$ cat src/rtl/key_gen_pkg.sv
// Shared definitions for the parameterised AES key generator.
// Mode encodings, LFSR constants and small word helpers.
package key_gen_pkg;

    typedef enum logic [1:0] {
        MODE_FILL  = 2'd0,
        MODE_INDEX = 2'd1,
        MODE_LFSR  = 2'd2,
        MODE_HOLD  = 2'd3
    } mode_t;

    localparam logic [31:0] LFSR_MASK = 32'h8020_0003;
    localparam logic [31:0] LFSR_SEED = 32'hACE1_0001;

    function automatic logic [31:0] lfsr_step(input logic [31:0] v);
        return (v >> 1) ^ (v[0] ? LFSR_MASK : 32'h0);
    endfunction

    // Rotate left by sh mod 32 using a doubled word.
    function automatic logic [31:0] rotl32(input logic [31:0] v, input int sh);
        logic [63:0] d;
        d = {v, v} << sh[4:0];
        return d[63:32];
    endfunction

endpackage

$ cat src/rtl/key_debounce.sv
// Two-flop synchroniser and stability-count debouncer for one button.
// stable follows raw DEB_CYC+2 edges after a change that holds steady.
module key_debounce
    import key_gen_pkg::*;
#(
    parameter int DEB_CYC = 16
) (
    input  logic sclk,
    input  logic rst,
    input  logic raw,
    output logic stable
);

    localparam int CW = (DEB_CYC > 1) ? $clog2(DEB_CYC) : 1;
    localparam logic [CW-1:0] CNT_LAST = CW'(DEB_CYC - 1);

    logic          sync1;
    logic          sync2;
    logic [CW-1:0] cnt;

    always_ff @(posedge sclk) begin
        if (rst) begin
            sync1  <= 1'b0;
            sync2  <= 1'b0;
            stable <= 1'b0;
            cnt    <= '0;
        end else begin
            sync1 <= raw;
            sync2 <= sync1;
            if (sync2 == stable) begin
                cnt <= '0;
            end else if (cnt == CNT_LAST) begin
                stable <= sync2;
                cnt    <= '0;
            end else begin
                cnt <= cnt + 1'b1;
            end
        end
    end

endmodule

$ cat src/rtl/key_gen_param.sv
// Periodic key generator: debounced buttons select words of a pattern
// that is loaded into a valid/ready output register.
module key_gen_param
    import key_gen_pkg::*;
#(
    parameter int KEY_W    = 128,
    parameter int WORDS    = KEY_W / 32,
    parameter int DEB_CYC  = 16,
    parameter int PERIOD_W = 5
) (
    input  logic                sclk,
    input  logic                rst,
    input  logic [WORDS-1:0]    key_bus,
    input  logic [1:0]          mode,
    input  logic [PERIOD_W-1:0] period,
    input  logic                key_ready,
    output logic [KEY_W-1:0]    key_data,
    output logic                key_valid
);

    logic [WORDS-1:0]    deb;
    logic [PERIOD_W-1:0] cnt;
    logic [PERIOD_W-1:0] period_eff;
    logic [31:0]         lfsr;
    logic [KEY_W-1:0]    pattern;
    logic                load;
    logic                take;

    for (genvar gi = 0; gi < WORDS; gi++) begin : gen_deb
        key_debounce #(
            .DEB_CYC(DEB_CYC)
        ) u_deb (
            .sclk  (sclk),
            .rst   (rst),
            .raw   (key_bus[gi]),
            .stable(deb[gi])
        );
    end

    assign period_eff = (period == '0) ? PERIOD_W'(1) : period;
    // >= lets a shortened period fire on the very next edge.
    assign load = !key_valid && (cnt >= period_eff);
    assign take = key_valid && key_ready;

    always_comb begin
        pattern = key_data;
        for (int i = 0; i < WORDS; i++) begin
            unique case (mode_t'(mode))
                MODE_FILL:
                    pattern[32*i +: 32] = deb[i] ? 32'hFFFF_FFFF : 32'h0;
                MODE_INDEX:
                    pattern[32*i +: 32] = deb[i] ? {4{8'(i)}} : 32'h0;
                MODE_LFSR:
                    pattern[32*i +: 32] = deb[i] ? rotl32(lfsr, 8 * i) : 32'h0;
                MODE_HOLD:
                    pattern[32*i +: 32] = key_data[32*i +: 32];
            endcase
        end
    end

    always_ff @(posedge sclk) begin
        if (rst) begin
            key_data  <= '0;
            key_valid <= 1'b0;
            cnt       <= '0;
            lfsr      <= LFSR_SEED;
        end else if (take) begin
            key_valid <= 1'b0;
            lfsr      <= lfsr_step(lfsr);
        end else if (load) begin
            key_valid <= 1'b1;
            key_data  <= pattern;
            cnt       <= '0;
        end else if (!key_valid) begin
            cnt <= cnt + 1'b1;
        end
    end

endmodule
$ cat config.mk
export PLATFORM = sky130hd
export DESIGN_NAME = key_gen_param
export DESIGN_NICKNAME = d
export VERILOG_FILES = /design/src/rtl/key_gen_pkg.sv /design/src/rtl/key_debounce.sv /design/src/rtl/key_gen_param.sv
export SDC_FILE = /design/constraint.sdc
export NUM_CORES = 1
export LEC_CHECK = 0
export ABC_AREA = 1
export CAP_MARGIN = 20
export CORE_MARGIN = 3
export CORE_UTILIZATION = 40
export DETAILED_ROUTE_END_ITERATION = 6
export SLEW_MARGIN = 20
export SYNTH_ARGS = -nofsm -noshare
export SYNTH_HDL_FRONTEND = slang
export SYNTH_SLANG_ARGS = --single-unit
export TNS_END_PERCENT = 30
$ cat constraint.sdc
create_clock -name sclk -period 7.18 [get_ports sclk]
set_clock_uncertainty 0.2 [all_clocks]
set_input_delay 2.154 -clock sclk [delete_from_list [all_inputs] [get_ports sclk]]
set_output_delay 2.154 -clock sclk [all_outputs]
set_load 0.02 [all_outputs]
## Word-level counts from Yosys, hierarchy flattened

Index checks and enable logic that the tools add are counted.

- Register bits after elaboration: 194
- Word-level logic and storage cells: 80
- Input bits: 14
- Output and inout port bits: 129

- Multiplexer cells: 19
- Magnitude comparators: 1
- Bitwise gates (word level): 7
- Reductions and logical operators: 16
- Eq/ne operators: 12
- Add/subtract/negate cells: 5

Operators by type and width:

| kind | count |
|---|---|
| case mux 32 bit (3 select lines) | 4 |
| 2-to-1 mux 32 bit | 9 |
| 2-to-1 mux 26 bit | 2 |
| bitwise XOR 31 x 32 -> 32 bit | 1 |
| 2-to-1 mux 25 bit | 1 |
| adder 4 x 1 -> 4 bit (second input constant) | 4 |
| == test 4 bit (second input constant) | 4 |
| 2-to-1 mux 5 bit | 3 |
| OR reduction 3 bit | 4 |
| AND reduction 2 bit | 5 |
| inverter 1 bit | 6 |
| adder 5 x 1 -> 5 bit (second input constant) | 1 |
| >= comparator 5 bit | 1 |
| logical NOT 5 bit | 1 |
| == test 1 bit | 4 |
| == test 2 bit (second input constant) | 2 |
| AND reduction 3 bit | 1 |
| == test 2 x 1 -> 1 bit (second input constant) | 1 |
| logical AND 1 bit | 2 |
| logical NOT 2 bit | 1 |
| inequality test 2 x 1 -> 1 bit (second input constant) | 1 |
| OR reduction 2 bit | 1 |
| logical NOT 1 bit | 1 |

## Logic depth before layout (Yosys ltp)

Gate-level depths: netlist of run 1.

- Depth after elaboration: 6
- Depth in mapped cells: 13
- Mapped depth without buffers: 11

## Modules after synthesis

A second synthesis of run 1 with hierarchy kept.

- Cell total of the unflattened synthesis: 1499
- Area total of the unflattened synthesis: 9364.0 um^2

Modules (own cells, without submodules):

| module | cells an instance | area each (um^2) | times used | seq. area each (um^2) |
|---|---|---|---|---|
| key_gen_param | 1363 | 8277.9 | 1 | 3323.2 |
| key_debounce | 34 | 271.5 | 4 | 140.1 |

## Least setup slack after synthesis of run 1

Ideal clock, no wire load.

- Path kind: input to register
- Start: input port period[4]
- End: register key_data[35]
- Cell stages on the path: 12
- Buffers on the path: 2
- Data required time: 6.867 ns
- Arrival: 3.516 ns
- Library setup time: 0.113 ns
- Path slack: 3.352 ns
- Cells stage by stage: inv_1 a41o_1 ha_1 inv_1 nand2_1 nand3_1 nand2_2 nand3_2 buf_6 buf_2 nor2_1 nor2_1

- Word-level cells in the longest chain between the ends: 5

RTL lines:

| what | line | text |
|---|---|---|
| start: declaration | key_gen_param.sv:15 | `input logic [PERIOD_W-1:0] period,` |
| logical NOT 5 bit | key_gen_param.sv:40 | `assign period_eff = (period == '0) ? PERIOD_W'(1) : period;` |
| 2-to-1 mux 5 bit * | key_gen_param.sv:40 |  |
| >= comparator 5 bit * | key_gen_param.sv:42 | `assign load = !key_valid && (cnt >= period_eff);` |
| logical AND 1 bit * | key_gen_param.sv:42 |  |
| AND reduction 3 bit (no source line) * | n/a |  |
| end signal: assignment | key_gen_param.sv:72 | `key_data <= pattern;` |
| end: declaration | key_gen_param.sv:17 | `output logic [KEY_W-1:0] key_data,` |

Mark *: on every way between the ends. The rest lies on a longest branch, timed or not.
A chain may end at the register's enable or synchronous reset.

## Worst setup path after layout of run 1

- Start: input port period[4]
- End: register key_data[27]

Same word-level chain as after synthesis.

==> impl_summary.txt, run 1 <==
----------------------------------------------------
[Final layout]
  Number of diodes ... 0
  Fraction of layout cells with a size suffix above 1 ... 3.474%
  Commonest cells after routing, fill and taps aside ... nand2_1, inv_1, nor2_1
  Layout overhead on the synthesized area ... 23.29%
  Final cell count without fillers ... 1896
  Total area of sequential cells ... 3884 sq um
  Fill cells ... 2361
  Commonest non-fill, non-tap cell in the layout ... nand2_1
  Number of nets at the end of the flow ... 1597
  Final core utilization ... 50.51%
  Area of the multi-input gates ... 3986 sq um

[GRT]
  Grt total ovfl ... 0
  Maximum number of pins on one net before global-route repair ... 121
  Gr usage total ... 20.51%
  Via count of the first global-routing pass ... 7797
  First-pass GRT wire length ... 42090 um
  Antenna violations before repair ... 0

[Min path]
  Hold WC Path Type ... flop to flop

[Yosys]
  Count of distinct cell types in the synthesized netlist ... 22
  Share of the synthesized area in the top cell type ... 41.61%
  Syn_nets ... 1518
  Post-synth design cell area ... 9333 sq um
  Largest area contributor in the netlist ... dfxtp_1
  Yosys warnings ... 0
  Post-synthesis register bit count ... 194
  Synth top area cells ... dfxtp_1, nand2_1, inv_1
  Mean post-synth cell area ... 6.259 sq um
  Number of instances in the synthesized netlist ... 1491
  Register area share after synthesis ... 41.61%

[Critical path]
  Critical path type ... input port to flop
  Category of the worst setup path launch point ... input port
  Required arrival time at the worst endpoint ... 7.31 ns
  Data arrival, critical path ... 4.85 ns
  Endpoint class of the critical path ... flop
  Maximum net fanout on the critical path ... 66

[Place]
  Buffers added on ports ... 142
  Hpwl dp ... 16960 um
  Total instance count after detailed placement ... 1864
  Gp weighted congestion ... 0.8015

[Timing]
  TNS Setup ... 0 ns
  Final Setup Violations ... 0
  Minimum clock period after layout ... 4.718 ns
  Highest clock frequency the design can meet ... 212.0 MHz
  Portion of the clock cycle consumed by the worst path in the final layout ... 65.71%
  Hold Violations, Final ... 0
  Tightest Pin Transition ... 1.003 ns
  Unrepaired setup endpoints after global routing ... no
  Pins Over Slew Limit ... 0
  Max transition margin ... 33.07%

[Clock tree]
  Post-CTS Setup Inserts ... 0
  TritonCTS buffer count ... 17
  Clock latency on the worst-skew pair ... 0.44 ns
  CTS Root Buffer Type ... clkbuf_16
  Level count of the clock H-tree ... 4
  Number of instances resized during post-cts repair ... 0
  CTS tree ... done
  Bufs on Longest Clock Path ... 2
  Sinks on Clock Net ... 194
  Number of buffers inserted for hold repair after clock tree synthesis ... 0
  Worst-path clk slew ... 0.07 ns

[Route]
  Post-route DRC violation count ... 0
  Final WL ... 26340 um
  Overall via count from detail_route ... 8799
  WL per Instance ... 13.89 um
  Avg Vias per Cell ... 4.641
  Pre-Repair DR Iteration Count ... 5
  Remaining antenna violation count after routing ... 0
  DRC violation total after the first TritonRoute iteration ... 748

[Floorplan]
  Die area ... 25200 sq um
  Effective utilization at floorplan ... 40.97%
  CORE AREA ... 22780 sq um
  Die width ... 158.7 um
  Count of pins on the block boundary ... 143
  Height of the die ... 158.7 um
  Core Rows ... 55

[Pwr]
  Power per unit of standard cell area ... 242.0 nW/um^2
  Peak supply drop ... 135.3 uV
  Leakage power ... 5.292 nW

[Run status]
  Result of the run ... complete, no violations

[Flow run]
  MaxCap Viol Count ... 0

----------------------------------------------------
## worst paths after layout
kind                                     startpoint                                end  cells past startpoint  slack (ns)
hold / removal    gen_deb[2].u_deb.sync1$_SDFF_PP0_  gen_deb[2].u_deb.sync2$_SDFF_PP0_                      2        0.20
hold reg to reg   gen_deb[2].u_deb.sync1$_SDFF_PP0_  gen_deb[2].u_deb.sync2$_SDFF_PP0_                      2        0.20
setup / recovery                          period[4]          key_data[27]$_SDFFE_PP0P_                     12        2.46
setup reg to reg                cnt[0]$_SDFFE_PP0P_          key_data[27]$_SDFFE_PP0P_                     10        4.45
## Yosys cell counts
library cell  number
buf_1             11
o211ai_1           1
buf_6              1
inv_2              4
a221oi_1           1
clkinv_1           3
inv_1            279
a21oi_1           24
nor2_1           234
nand2_1          464
xor2_1             6
nand4_1          104
ha_1              13
a41o_1             1
nand3_1           21
nand2_2            1
buf_2             27
nor3_1             9
clkbuf_1          57
nand3_2            1
dfxtp_1          194
o21ai_0           35
## per-stage QoR
stage                     total power [W]  setup WS, ns  hold WS [ns]  cell area [sq um]
after floorplan                  0.001577         3.352        0.1883               9333
after global placement           0.001788         2.075        0.1895              10880
after detailed placement         0.001791         2.057        0.1921              10880
after CTS                        0.002810         2.529        0.2025              11500
after global routing             0.002923         2.275        0.2204              11510
final                            0.002784         2.462        0.2011              11510
## cell type report
type                       instances  share of cell area [%]
clock buffer                      19                   3.937
inverter                         286                   9.374
multi-input combinational        915                   34.65
tap                              313                   3.404
timing repair buffer             156                   13.38
sequential                       194                   33.75
clock inverter                    13                   1.512
## power breakdown
| part | switching (W) | internal, W | total (W) |
|---|---|---|---|
| sequential | 0.0000513 | 0.00115 | 0.00120 |
| clock | 0.000442 | 0.000574 | 0.00102 |
| combinational | 0.000356 | 0.000209 | 0.000566 |
## logic make-up after synthesis
logic type	Yosys count	synth area share (%)
AOI/OAI and AO/OA	62	3.446
xor gates and xnor gates	6	0.5631
adders and majority gates	13	1.743
buffers and inverters	382	15.81
DFF	194	41.61
and+or+nand+nor	834	36.83
## critical path, stage by stage
cell and delay, ns:
clkdlybuf4s50_1 0.45, inv_1 0.05, a41o_1 0.23, ha_1 0.27, inv_1 0.04, nand2_1 0.04
nand3_1 0.13, nand2_4 0.40, buf_4 0.64, nand4_1 0.18, nand2_1 0.12, nor2_1 0.05
## metal layers
layer	vias to the layer above	wire, um	GRT usage (%)
li1	4608	-	-
met1	3931	12610	28.58
met2	227	12060	32.87
met3	33	1113	3.105
met4	0	547	6.248
met5	-	0	0
## state kept, by name (all words and copies together) (netlist names)
register              flops
key_valid                 1
gen_deb.u_deb.sync1       4
key_data                128
gen_deb.u_deb.cnt        16
gen_deb.u_deb.stable      4
lfsr                     32
cnt                       5
gen_deb.u_deb.sync2       4
(Power assumes the default switching activity.)
==> run 2, diff against run 1 <==
==> constraint.sdc (replaced) <==
create_clock -name sclk -period 4.65 [get_ports sclk]
set_clock_uncertainty 0.2 [all_clocks]
set_input_delay 1.395 -clock sclk [delete_from_list [all_inputs] [get_ports sclk]]
set_output_delay 1.395 -clock sclk [all_outputs]
set_load 0.02 [all_outputs]
==> impl_summary.txt, run 2 (synthesis gave the netlist of run 1 again) <==
----------------------------------------------------
[Route]
  Met1 wire length ... 11710 um (was 12610 um)
  Post-route DRC violation count ... 0 (unchanged)
  Overall via count from detail_route ... 8722 (was 8799)
  Highest routed metal layer ... met4 (unchanged)
  Total length of routed met2 wires ... 11920 um (was 12060 um)
  Remaining antenna violation count after routing ... 0 (unchanged)
  Pre-Repair DR Iteration Count ... 5 (unchanged)
  Wire length on met3 ... 1303 um (was 1113 um)
  WL per Instance ... 13.36 um (was 13.89 um)
  DRC violation total after the first TritonRoute iteration ... 745 (was 748)
  Avg Vias per Cell ... 4.593 (was 4.641)
  Final WL ... 25360 um (was 26340 um)

[Final layout]
  Final Cell Area ... 11540 sq um (was 11510 sq um)
  Fraction of layout cells with a size suffix above 1 ... 3.657% (was 3.474%)
  Fill cells ... 2363 (was 2361)
  Layout overhead on the synthesized area ... 23.70% (was 23.29%)
  Commonest cells after routing, fill and taps aside ... nand2_1, inv_1, nor2_1 (unchanged)
  Number of nets at the end of the flow ... 1600 (was 1597)
  Final core utilization ... 50.68% (was 50.51%)
  Number of diodes ... 0 (unchanged)
  Largest registers ... key_data (128), lfsr (32), gen_deb.u_deb.cnt (16) (unchanged)
  Commonest non-fill, non-tap cell in the layout ... nand2_1 (unchanged)
  Register with the highest flop count ... key_data (unchanged)
  Max reg flops ... 128 (unchanged)
  Area of the multi-input gates ... 3986 sq um (unchanged)
  Total area of sequential cells ... 3884 sq um (unchanged)

[Timing]
  Least setup slack across all paths after layout ... 1.216 ns (was 2.462 ns)
  Minimum clock period after layout ... 3.434 ns
  Portion of the clock cycle consumed by the worst path in the final layout ... 73.84%
  Tightest Pin Transition ... 1.139 ns (was 1.003 ns)
  Final Setup Violations ... 0 (unchanged)
  Max transition margin ... 24.04% (was 33.07%)
  Unrepaired setup endpoints after global routing ... no (unchanged)
  Pins Over Slew Limit ... 0 (unchanged)
  Hold Violations, Final ... 0 (unchanged)
  Highest clock frequency the design can meet ... 291.2 MHz
  TNS Setup ... 0 ns (unchanged)

[Critical path]
  Reg-to-reg setup timing slack ... 2.33 ns (was 4.45 ns)
  Category of the worst setup path launch point ... input port (unchanged)
  Maximum net fanout on the critical path ... 104 (was 66)
  Worst Reg2Reg Path Length in Cells ... 4 (was 10)
  Endpoint class of the critical path ... flop (unchanged)
  Critical path type ... input port to flop (unchanged)
  Data arrival, critical path ... 3.56 ns (was 4.85 ns)
  Required arrival time at the worst endpoint ... 4.77 ns (was 7.31 ns)

[Clock tree]
  Clock latency on the worst-skew pair ... 0.43 ns (was 0.44 ns)
  Worst-path clk slew ... 0.06 ns (was 0.07 ns)
  TritonCTS buffer count ... 17 (unchanged)
  Post-CTS Setup Inserts ... 0 (unchanged)
  Bufs on Longest Clock Path ... 2 (unchanged)
  Number of buffers inserted for hold repair after clock tree synthesis ... 0 (unchanged)
  Sinks on Clock Net ... 194 (unchanged)
  CTS tree ... done (unchanged)
  Number of instances resized during post-cts repair ... 0 (unchanged)
  CTS Root Buffer Type ... clkbuf_16 (unchanged)
  Level count of the clock H-tree ... 4 (unchanged)

[Pwr]
  Leakage power ... 5.310 nW (was 5.292 nW)
  Peak supply drop ... 231.0 uV (was 135.3 uV)
  Power per unit of standard cell area ... 362.7 nW/um^2 (was 242.0 nW/um^2)
  Total design power ... 0.004187 W (was 0.002784 W)

[GRT]
  Maximum number of pins on one net before global-route repair ... 105 (was 121)
  Via count of the first global-routing pass ... 8089 (was 7797)
  Gr usage total ... 20.02% (was 20.51%)
  First-pass GRT wire length ... 41660 um (was 42090 um)
  Grt total ovfl ... 0 (unchanged)
  Antenna violations before repair ... 0 (unchanged)

[Flow run]
  MaxCap Viol Count ... 0 (unchanged)

[Floorplan]
  Count of pins on the block boundary ... 143 (unchanged)
  Height of the die ... 158.7 um (unchanged)
  Core Rows ... 55 (unchanged)
  Die area ... 25200 sq um (unchanged)
  Effective utilization at floorplan ... 40.97% (unchanged)
  CORE AREA ... 22780 sq um (unchanged)
  Die width ... 158.7 um (unchanged)

[Place]
  Post-Place Cell Area ... 10960 sq um (was 10880 sq um)
  Post-Place Setup Slack ... 0.8087 ns (was 2.057 ns)
  Hpwl dp ... 16740 um (was 16960 um)
  Buffers added on ports ... 142 (unchanged)
  Gp weighted congestion ... 0.7835 (was 0.8015)

[Min path]
  Hold WC Path Type ... flop to flop (unchanged)
  Number of cells on the worst hold path ... 2 (unchanged)

[Run status]
  Result of the run ... complete, no violations (unchanged)

----------------------------------------------------
[run 2: changes by cell type in the layout (fill, tap and decap cells not counted), sizes merged]
cell and change:
clkinv +1, clkbuf +2, bufinv -2, clkinvlp +1, inv -2, buf +3
[run 2: layout make-up]
type / count / share of cell area, %
Clock buffer: 21 / 4.162
Clock inverter: 11 / 0.8887
Inverter: 286 / 9.320
Multi-Input combinational cell: 915 / 34.53
Sequential cell: 194 / 33.64
Tap cell: 313 / 3.392
Timing Repair Buffer: 159 / 14.07
[run 2: per-layer routing]
layer | vias to the layer above | track usage [%]
met3 | 26 | 4.096
met2 | 216 | 33.77
met4 | 0 | 5.850
met5 | - | 0
li1 | 4625 | -
met1 | 3855 | 25.93
[run 2: stage by stage]
step	hold WS (ns)	std cells
3_5_place_dp	0.1940	1867
6_report	0.2018	1899
5_1_grt	0.2281	1899
2_1_floorplan	0.1883	1491
4_1_cts	0.2033	1899
3_3_place_gp	0.1920	1867
[run 2: critical path, stage by stage]
cell             delay, ns
clkdlybuf4s50_1       0.45
inv_1                 0.05
a41o_1                0.23
ha_1                  0.27
inv_1                 0.03
nand2_1               0.04
nand3_1               0.14
nand2_4               0.13
buf_12                0.34
nand4_1               0.21
nand2_1               0.13
nor2_1                0.04
[run 2: final timing paths]
check / start / to
setup / recovery: period[4] / key_data[112]$_SDFFE_PP0P_
hold / removal: gen_deb[2].u_deb.sync1$_SDFF_PP0_ / gen_deb[2].u_deb.sync2$_SDFF_PP0_
hold reg to reg: gen_deb[2].u_deb.sync1$_SDFF_PP0_ / gen_deb[2].u_deb.sync2$_SDFF_PP0_
setup reg to reg: gen_deb[3].u_deb.stable$_SDFFE_PP0P_ / key_data[126]$_SDFFE_PP0P_
[run 2: where the power goes]
group          internal (W)  leakage (nW)  total, W  switching (W)
combinational      0.000334          3.45  0.000877       0.000543
sequential          0.00178          1.57   0.00185      0.0000770
clock              0.000799         0.282   0.00146       0.000658
